## config.mk

```make
export PLATFORM = sky130hd
export DESIGN_NAME = mem_port_arbiter
export DESIGN_NICKNAME = d
export VERILOG_FILES = /design/src/rtl/mem_port_arbiter.sv
export SDC_FILE = /design/constraint.sdc
export NUM_CORES = 1
export LEC_CHECK = 0
export ABC_AREA = 1
export CAP_MARGIN = 25
export CORE_AREA = 2 2 134 136
export DETAILED_ROUTE_END_ITERATION = 16
export DIE_AREA = 0 0 136 138
export PLACE_DENSITY = 0.82
export SYNTH_ARGS = -nofsm -noshare
export SYNTH_HDL_FRONTEND = slang
export SYNTH_SLANG_ARGS = --single-unit
```

## constraint.sdc

```tcl
create_clock -name clk -period 2.09 [get_ports clk]
set_input_delay 0.5225 -clock clk [delete_from_list [all_inputs] [get_ports clk]]
set_output_delay 0.5225 -clock clk [all_outputs]
set_load 0.02 [all_outputs]
```

## src/rtl/mem_port_arbiter.sv

```systemverilog
`default_nettype none
// ============================================================================
//  Module      : mem_port_arbiter
//  Description : Round-robin arbiter sharing one external memory port between
//                the instruction-cache and data-cache line controllers. One
//                whole-burst transaction is in flight at a time; beats are
//                counted on mem_valid.
//  Revision    : 1.0 - initial release
// ============================================================================
module mem_port_arbiter #(
   parameter int BURSTW = 16
) (
   input  logic              clk,
   input  logic              reset_n,
   // instruction side
   input  logic [31:0]       ic_addr,
   input  logic [31:0]       ic_datain,
   input  logic [BURSTW-1:0] ic_burstlen,
   input  logic              ic_rdreq,
   input  logic              ic_wrreq,
   output logic [31:0]       ic_out,
   output logic              ic_valid,
   output logic              ic_done,
   // data side
   input  logic [31:0]       dc_addr,
   input  logic [31:0]       dc_datain,
   input  logic [BURSTW-1:0] dc_burstlen,
   input  logic              dc_rdreq,
   input  logic              dc_wrreq,
   output logic [31:0]       dc_out,
   output logic              dc_valid,
   output logic              dc_done,
   // memory side
   output logic [31:0]       mem_addr,
   output logic [31:0]       mem_datain,
   output logic [BURSTW-1:0] mem_burstlen,
   output logic              mem_rdreq,
   output logic              mem_wrreq,
   input  logic [31:0]       mem_out,
   input  logic              mem_valid
);

   typedef enum logic [1:0] {
      S_IDLE    = 2'd0,
      S_REQ     = 2'd1,
      S_BUSY    = 2'd2,
      S_RELEASE = 2'd3
   } state_t;

   localparam logic              C_SIDE_IC = 1'b0;
   localparam logic              C_SIDE_DC = 1'b1;
   localparam logic [BURSTW-1:0] C_ONE     = {{(BURSTW-1){1'b0}}, 1'b1};
   localparam logic [BURSTW-1:0] C_ZERO    = {BURSTW{1'b0}};

   state_t              state_q, state_d;
   logic                last_q, last_d;        // side granted most recently
   logic                gnt_q, gnt_d;          // side owning the port
   logic [31:0]         mem_addr_q, mem_addr_d;
   logic [BURSTW-1:0]   mem_burstlen_q, mem_burstlen_d;
   logic                mem_rdreq_q, mem_rdreq_d;
   logic                mem_wrreq_q, mem_wrreq_d;
   logic [BURSTW-1:0]   beat_q, beat_d;

   logic                w_ic_pend;
   logic                w_dc_pend;
   logic                w_pick_dc;
   logic                w_sel_wr;
   logic [31:0]         w_sel_addr;
   logic [BURSTW-1:0]   w_sel_blen;
   logic                w_active;
   logic                w_beat;
   logic                w_last_beat;

   // Request decode, grant selection and beat qualification
   always_comb begin
      w_ic_pend   = ic_rdreq | ic_wrreq;
      w_dc_pend   = dc_rdreq | dc_wrreq;
      // DC wins when it is alone, or when both pend and IC went last.
      w_pick_dc   = w_dc_pend & (~w_ic_pend | (last_q == C_SIDE_IC));
      // A write request overrides a simultaneous read request.
      w_sel_wr    = w_pick_dc ? dc_wrreq    : ic_wrreq;
      w_sel_addr  = w_pick_dc ? dc_addr     : ic_addr;
      w_sel_blen  = w_pick_dc ? dc_burstlen : ic_burstlen;
      // Beats only count while a transaction owns the port.
      w_active    = (state_q == S_REQ) || (state_q == S_BUSY);
      w_beat      = mem_valid & w_active;
      w_last_beat = w_beat & (beat_q == (mem_burstlen_q - C_ONE));
   end

   // Next-state and latched transaction attributes
   always_comb begin
      state_d        = state_q;
      last_d         = last_q;
      gnt_d          = gnt_q;
      mem_addr_d     = mem_addr_q;
      mem_burstlen_d = mem_burstlen_q;
      mem_rdreq_d    = 1'b0;
      mem_wrreq_d    = 1'b0;
      beat_d         = beat_q;
      case (state_q)
         S_IDLE: begin
            if (w_ic_pend || w_dc_pend) begin
               gnt_d          = w_pick_dc;
               last_d         = w_pick_dc;
               mem_addr_d     = w_sel_addr;
               // A zero-length burst still moves one beat.
               mem_burstlen_d = (w_sel_blen == C_ZERO) ? C_ONE : w_sel_blen;
               mem_rdreq_d    = ~w_sel_wr;
               mem_wrreq_d    = w_sel_wr;
               beat_d         = C_ZERO;
               state_d        = S_REQ;
            end
         end
         S_REQ, S_BUSY: begin
            if (w_last_beat) begin
               beat_d  = C_ZERO;
               state_d = S_RELEASE;
            end else begin
               if (w_beat) begin
                  beat_d = beat_q + C_ONE;
               end
               state_d = S_BUSY;
            end
         end
         S_RELEASE: begin
            // Gap cycle so a request dropped on the done edge is never re-granted.
            state_d = S_IDLE;
         end
         default: begin
            state_d = S_IDLE;
         end
      endcase
   end

   // State and transaction registers
   always_ff @(posedge clk or negedge reset_n) begin
      if (!reset_n) begin
         state_q        <= S_IDLE;
         last_q         <= C_SIDE_DC;
         gnt_q          <= C_SIDE_IC;
         mem_addr_q     <= 32'd0;
         mem_burstlen_q <= C_ZERO;
         mem_rdreq_q    <= 1'b0;
         mem_wrreq_q    <= 1'b0;
         beat_q         <= C_ZERO;
      end else begin
         state_q        <= state_d;
         last_q         <= last_d;
         gnt_q          <= gnt_d;
         mem_addr_q     <= mem_addr_d;
         mem_burstlen_q <= mem_burstlen_d;
         mem_rdreq_q    <= mem_rdreq_d;
         mem_wrreq_q    <= mem_wrreq_d;
         beat_q         <= beat_d;
      end
   end

   // Port outputs: read data fans out to both sides, strobes only to the owner
   always_comb begin
      mem_addr     = mem_addr_q;
      mem_burstlen = mem_burstlen_q;
      mem_rdreq    = mem_rdreq_q;
      mem_wrreq    = mem_wrreq_q;
      mem_datain   = (gnt_q == C_SIDE_DC) ? dc_datain : ic_datain;
      ic_out       = mem_out;
      dc_out       = mem_out;
      ic_valid     = w_beat      & (gnt_q == C_SIDE_IC);
      ic_done      = w_last_beat & (gnt_q == C_SIDE_IC);
      dc_valid     = w_beat      & (gnt_q == C_SIDE_DC);
      dc_done      = w_last_beat & (gnt_q == C_SIDE_DC);
   end

endmodule
`default_nettype wire

```

After elaboration in Yosys (flattened, before gate mapping):

Cells that the tools add are included.

* register bits after elaboration: 70
* latch bits: 0
* bits in writable memories: 0
* bits in read-only memories: 0
* output and inout port bits: 150
* word-level logic and storage cells: 54
* memories: 0

* add/subtract/negate cells: 2
* $mul: 0
* divide/modulo/power cells: 0
* magnitude comparators: 0
* equal/unequal tests: 6
* shift-type cells: 0
* mux-type cells: 16
* bitwise gates (word level): 14
* reductions and logical operators: 8

Operator list (number)
* $mux W16: 5
* $mux W32: 2
* $pmux W16 S2: 1
* $add A16 B1 Y16 const B: 1
* $eq A16 B16 Y1: 1
* $logic_not A16 Y1: 1
* $sub A16 B1 Y16 const B: 1
* $and A1 B1 Y1: 7
* $mux W1: 6
* $pmux W2 S3: 1
* $eq A2 B2 Y1 const B: 2
* $not A1 Y1: 4
* $ne A3 B3 Y1 const B: 1
* $or A1 B1 Y1: 3
* $reduce_and A3 Y1: 1
* $eq A2 B1 Y1 const B: 1
* $logic_not A2 Y1: 1
* $logic_or A1 B1 Y1: 2
* $mux W2: 1
* $ne A2 B2 Y1 const B: 1
* $reduce_and A2 Y1: 1
* $reduce_bool A2 Y1: 1
* $reduce_or A2 Y1: 1

Longest topological paths before layout:

* word-level depth: 8
* gate-level depth with buffers: 15
* depth with buffers taken out: 14

Worst setup path after synthesis:

OpenSTA, ideal clock, no wires.

* path kind: register -> output
* from: reg mem_burstlen_q[0], in the netlist mem_burstlen[0]
* to: out dc_done
* arrival: 1.949 ns
* required time: 1.567 ns
* path slack: -0.382 ns
* cell stages (with the launch flop): 11
* path buffers: 0
* cell sequence: dfrtp_1 -> inv_2 -> ha_1 -> nand2_2 -> nor2_4 -> nand2_1 -> nand3_1 -> nand2_1 -> nor2_1 -> nand4_1 -> nor3_1

* word-level cells in the longest chain between the ends: 4

RTL lines
* start: declaration: RTL line 59 `logic [BURSTW-1:0] mem_burstlen_q, mem_burstlen_d;`
* start signal: assignment: RTL line 151 `mem_burstlen_q <= mem_burstlen_d;`
* $sub A16 B1 Y16: RTL line 87 `w_last_beat = w_beat & (beat_q == (mem_burstlen_q - C_ONE));`
* $eq A16 B16 Y1: RTL line 87
* $and A1 B1 Y1: RTL line 87
* $and A1 B1 Y1: RTL line 170 `dc_done = w_last_beat & (gnt_q == C_SIDE_DC);`
* end: declaration: RTL line 32 `output logic dc_done,`

No other way between the ends.

Worst setup path after layout:

* from: reg mem_burstlen_q[1], in the netlist mem_burstlen[1]
* to: out dc_done

Same word-level chain as after synthesis.

==> summary.md <==
| Metric | Value |
|---|---|
| Status | `complete, but fails checks` |
| Failing checks | `setup timing` |
| Crit path capture type | `output pin` |
| Critical Path AT | `2.33 ns` |
| Reg-to-reg setup timing slack | `-0.68 ns` |
| Minimum clock period | `2.85 ns` |
| Area Growth Syn to Fin | `69.8%` |
| Yosys warning total | `0` |
| Global-route wire length before repair | `32300 um` |
| GPL Wtd Cong | `0.938` |
| Initial antenna violation count | `0` |
| Number of synthesized flops with an enable pin | `0` |
| Post-route cell area | `9000 um2` |
| Hold Slack | `0.198 ns` |
| Cell taking the most area after synthesis | `dfrtp_1` |
| DRT Pass-1 Iters | `4` |
| Count leader, synth | `nand2_1` |
| Root buffer cell | `clkbuf_16` |
| R2R cell count | `21` |
| H-tree levels | `3` |
| CTS tree | `yes` |
| RSZ-0062 raised after global routing | `true` |
| Drt total wl | `20300 um` |
| DP HPWL | `15600 um` |
| Gr usage total | `0.216` |
| Syn_area_per_cell | `6.64 um2` |
| Overflow after GRT | `0` |
| Leakage | `4.34 nW` |
| # nets final | `1288` |
| WS Path Type | `flop to output pin` |
| Crit path required time | `1.57 ns` |
| Setup TNS | `-12.57 ns` |
| Vias | `6192` |
| Largest net degree at the start of global routing | `71` |
| Total power | `12.2 mW` |
| Final Hold Viols | `0` |
| Area contributors post-synth | `dfrtp_1, nand2_1, o21ai_0, buf_4, nor2_1` |
| Antenna Violating Nets Remaining | `0` |
| Syn Inst Count | `798` |
| Initial core utilization | `0.302` |
| Placed inst area | `8420 um2` |
| Crit-path cells | `inv_2 > ha_4 > buf_12 > nand2_8 > nor2_4 > nand2_2 > nand3_4 > nand2_2 > nor2_2 > nand4_1 > buf_6 > nor3_4 > buf_6` |
| Mapped Nets | `1001` |
| Worst-Margin Slew | `0.422 ns` |
| Maximum clock path buffer count | `2` |
| Row count | `49` |
| Yosys reg bits | `70` |
| Clk_lat worst skew | `0.34 ns` |
| Mapped Area | `5300 um2` |
| Top post-synthesis cells by count | `nand2_1, o21ai_0, dfrtp_1, nor2_1, buf_4` |
| Vias in the first global route | `6290` |
| Setup WS post-layout | `-0.765 ns` |
| Largest fanout on the critical path | `4` |
| Antenna Cells | `0` |
| Share of the cycle needed by the critical path after routing | `1.37` |
| I/O Pins | `349` |
| Reg clk slew, reported paths | `0.06 ns` |
| Chip width | `136 um` |
| Max Slew Vio Count | `0` |
| Die H | `138 um` |
| Die area | `18800 um2` |
| 1st-iter DRT viols | `303` |
| Vias per Instance | `4.69` |
| Clock sink total | `70` |
| Fill cells | `1646` |
| FF-to-FF Start | `mem_burstlen[1]$_DFFE_PN0P_` |
| Count of input and output buffers | `252` |
| Fmax | `350 MHz` |
| Fraction of registers with async set/reset | `1.00` |
| Pwr/cell area | `1350 nW/um2` |
| HP Class | `input pin to asynchronous set/reset pin` |
| Library cells used by synthesis | `39` |
| R2R Path End | `beat_q[6]$_DFFE_PN0P_` |
| Post-synth top flop | `dfrtp_1` |
| Routed length per instance | `15.4 um` |
| Critical Path Source Type | `flop` |
| Slowest cell on the critical path | `dfrtp_2` |
| Layout cell share with drive strength beyond 1 | `0.223` |
| Core area | `17500 um2` |
| Relative slew slack | `0.717` |
| Max cap viols | `0` |
| Drc violations | `0` |
| Finish-stage setup viols | `19` |
| Skew final | `0.00683 ns` |
| Setup WS pre-CTS | `-0.678 ns` |
| Cts hold-fix bufs | `0` |
| Cts bufs inserted | `9` |
| Sequential area share after synthesis | `0.331` |
| Max VDD drop | `0.804 mV` |
| Area share of the largest cell type after synthesis | `0.326` |
| Critical path's largest stage delay | `0.44 ns` |
[state kept, by name, summed over array words and instances (netlist names)]
name / flops
mem_wrreq: 1
mem_addr: 32
beat_q: 16
last_q: 1
mem_burstlen: 16
mem_rdreq: 1
gnt_q: 1
state_q: 2
[cell families after synthesis]
group	synth area share
DFF	0.331
buffers and inverters	0.160
AOI/OAI and AO/OA	0.103
and+or+nand+nor	0.365
xor gates and xnor gates	0.0314
adders and majority gates	0.00945
[cell type report]
cell class,instances,area (um2),share of cell area
Inverter,58,220,0.0245
Multi-Input combinational cell,573,2920,0.324
Clock buffer,9,225,0.0250
Tap cell,229,287,0.0318
Clock inverter,7,53.8,0.00598
Sequential cell,70,1760,0.196
Timing Repair Buffer,373,3530,0.393
[how the worst max path moves through the flow]
stage                                      startpoint  cells past startpoint  slack, ns      end
final                     mem_burstlen[1]$_DFFE_PN0P_                     13      -0.76  dc_done
after global routing      mem_burstlen[1]$_DFFE_PN0P_                     13      -0.86  dc_done
after CTS                 mem_burstlen[1]$_DFFE_PN0P_                     13      -0.64  dc_done
after detailed placement                    mem_valid                      9      -0.68  dc_done
after global placement                      mem_valid                      9      -0.71  dc_done
after floorplan           mem_burstlen[0]$_DFFE_PN0P_                      9      -0.11  dc_done
[where the power goes]
| part | total [mW] | internal (mW) | switching (mW) | leakage (nW) |
|---|---|---|---|---|
| Combinational | 8.28 | 3.76 | 4.52 | 3.33 |
| Clock | 1.49 | 0.819 | 0.669 | 0.141 |
| Sequential | 2.41 | 1.94 | 0.471 | 0.868 |
| Total | 12.2 | 6.52 | 5.65 | 4.34 |
[what timing repair did]
action                                  4_1_cts  5_1_grt
endpoints found under the setup margin       35       42
gates cloned                                  0        1
resized for setup                            60       65
pin swaps                                    19       19
setup buffers                                14        1
[critical path, delay by kind of cell, from the launching register on]
family / cells / cell delay [ns]
buf+inv: 4 / 0.53
fa+ha+maj: 1 / 0.17
flops: 1 / 0.44
simple gates: 8 / 0.85
[layer usage]
metal / up-vias / global-route usage / routed length [um]
met4: 0 / 0.0537 / 309
met1: 2892 / 0.254 / 7980
met5: - / 0 / 0
met2: 245 / 0.384 / 10600
li1: 3024 / - / -
met3: 31 / 0.0638 / 1420
[through the flow]
| stage | cells | utilization |
|---|---|---|
| 3_5_place_dp | 1287 | 0.480 |
| 3_3_place_gp | 1287 | 0.480 |
| 4_1_cts | 1317 | 0.504 |
| 5_1_grt | 1319 | 0.513 |
| 2_1_floorplan | 798 | - |
| 6_report | 1319 | 0.513 |
[cells in the final DEF, fill, tap and decap left out, types with 7 or more instances in the layout]
cell	synthesis	routed
buf_12	0	9
buf_4	64	115
clkbuf_16	0	10
clkdlybuf4s15_1	0	15
clkdlybuf4s50_1	0	212
dfrtp_1	69	62
dfrtp_2	0	7
dlygate4sd2_1	0	9
inv_1	55	49
nand2_1	288	267
nand2_2	6	24
nand3_1	31	26
nand3_2	8	12
nand4_1	10	10
nor2_1	68	58
nor2_2	6	13
nor2_4	4	7
o21ai_0	97	89
xor2_1	15	15
No activity file was read; power rests on OpenSTA's default activity.
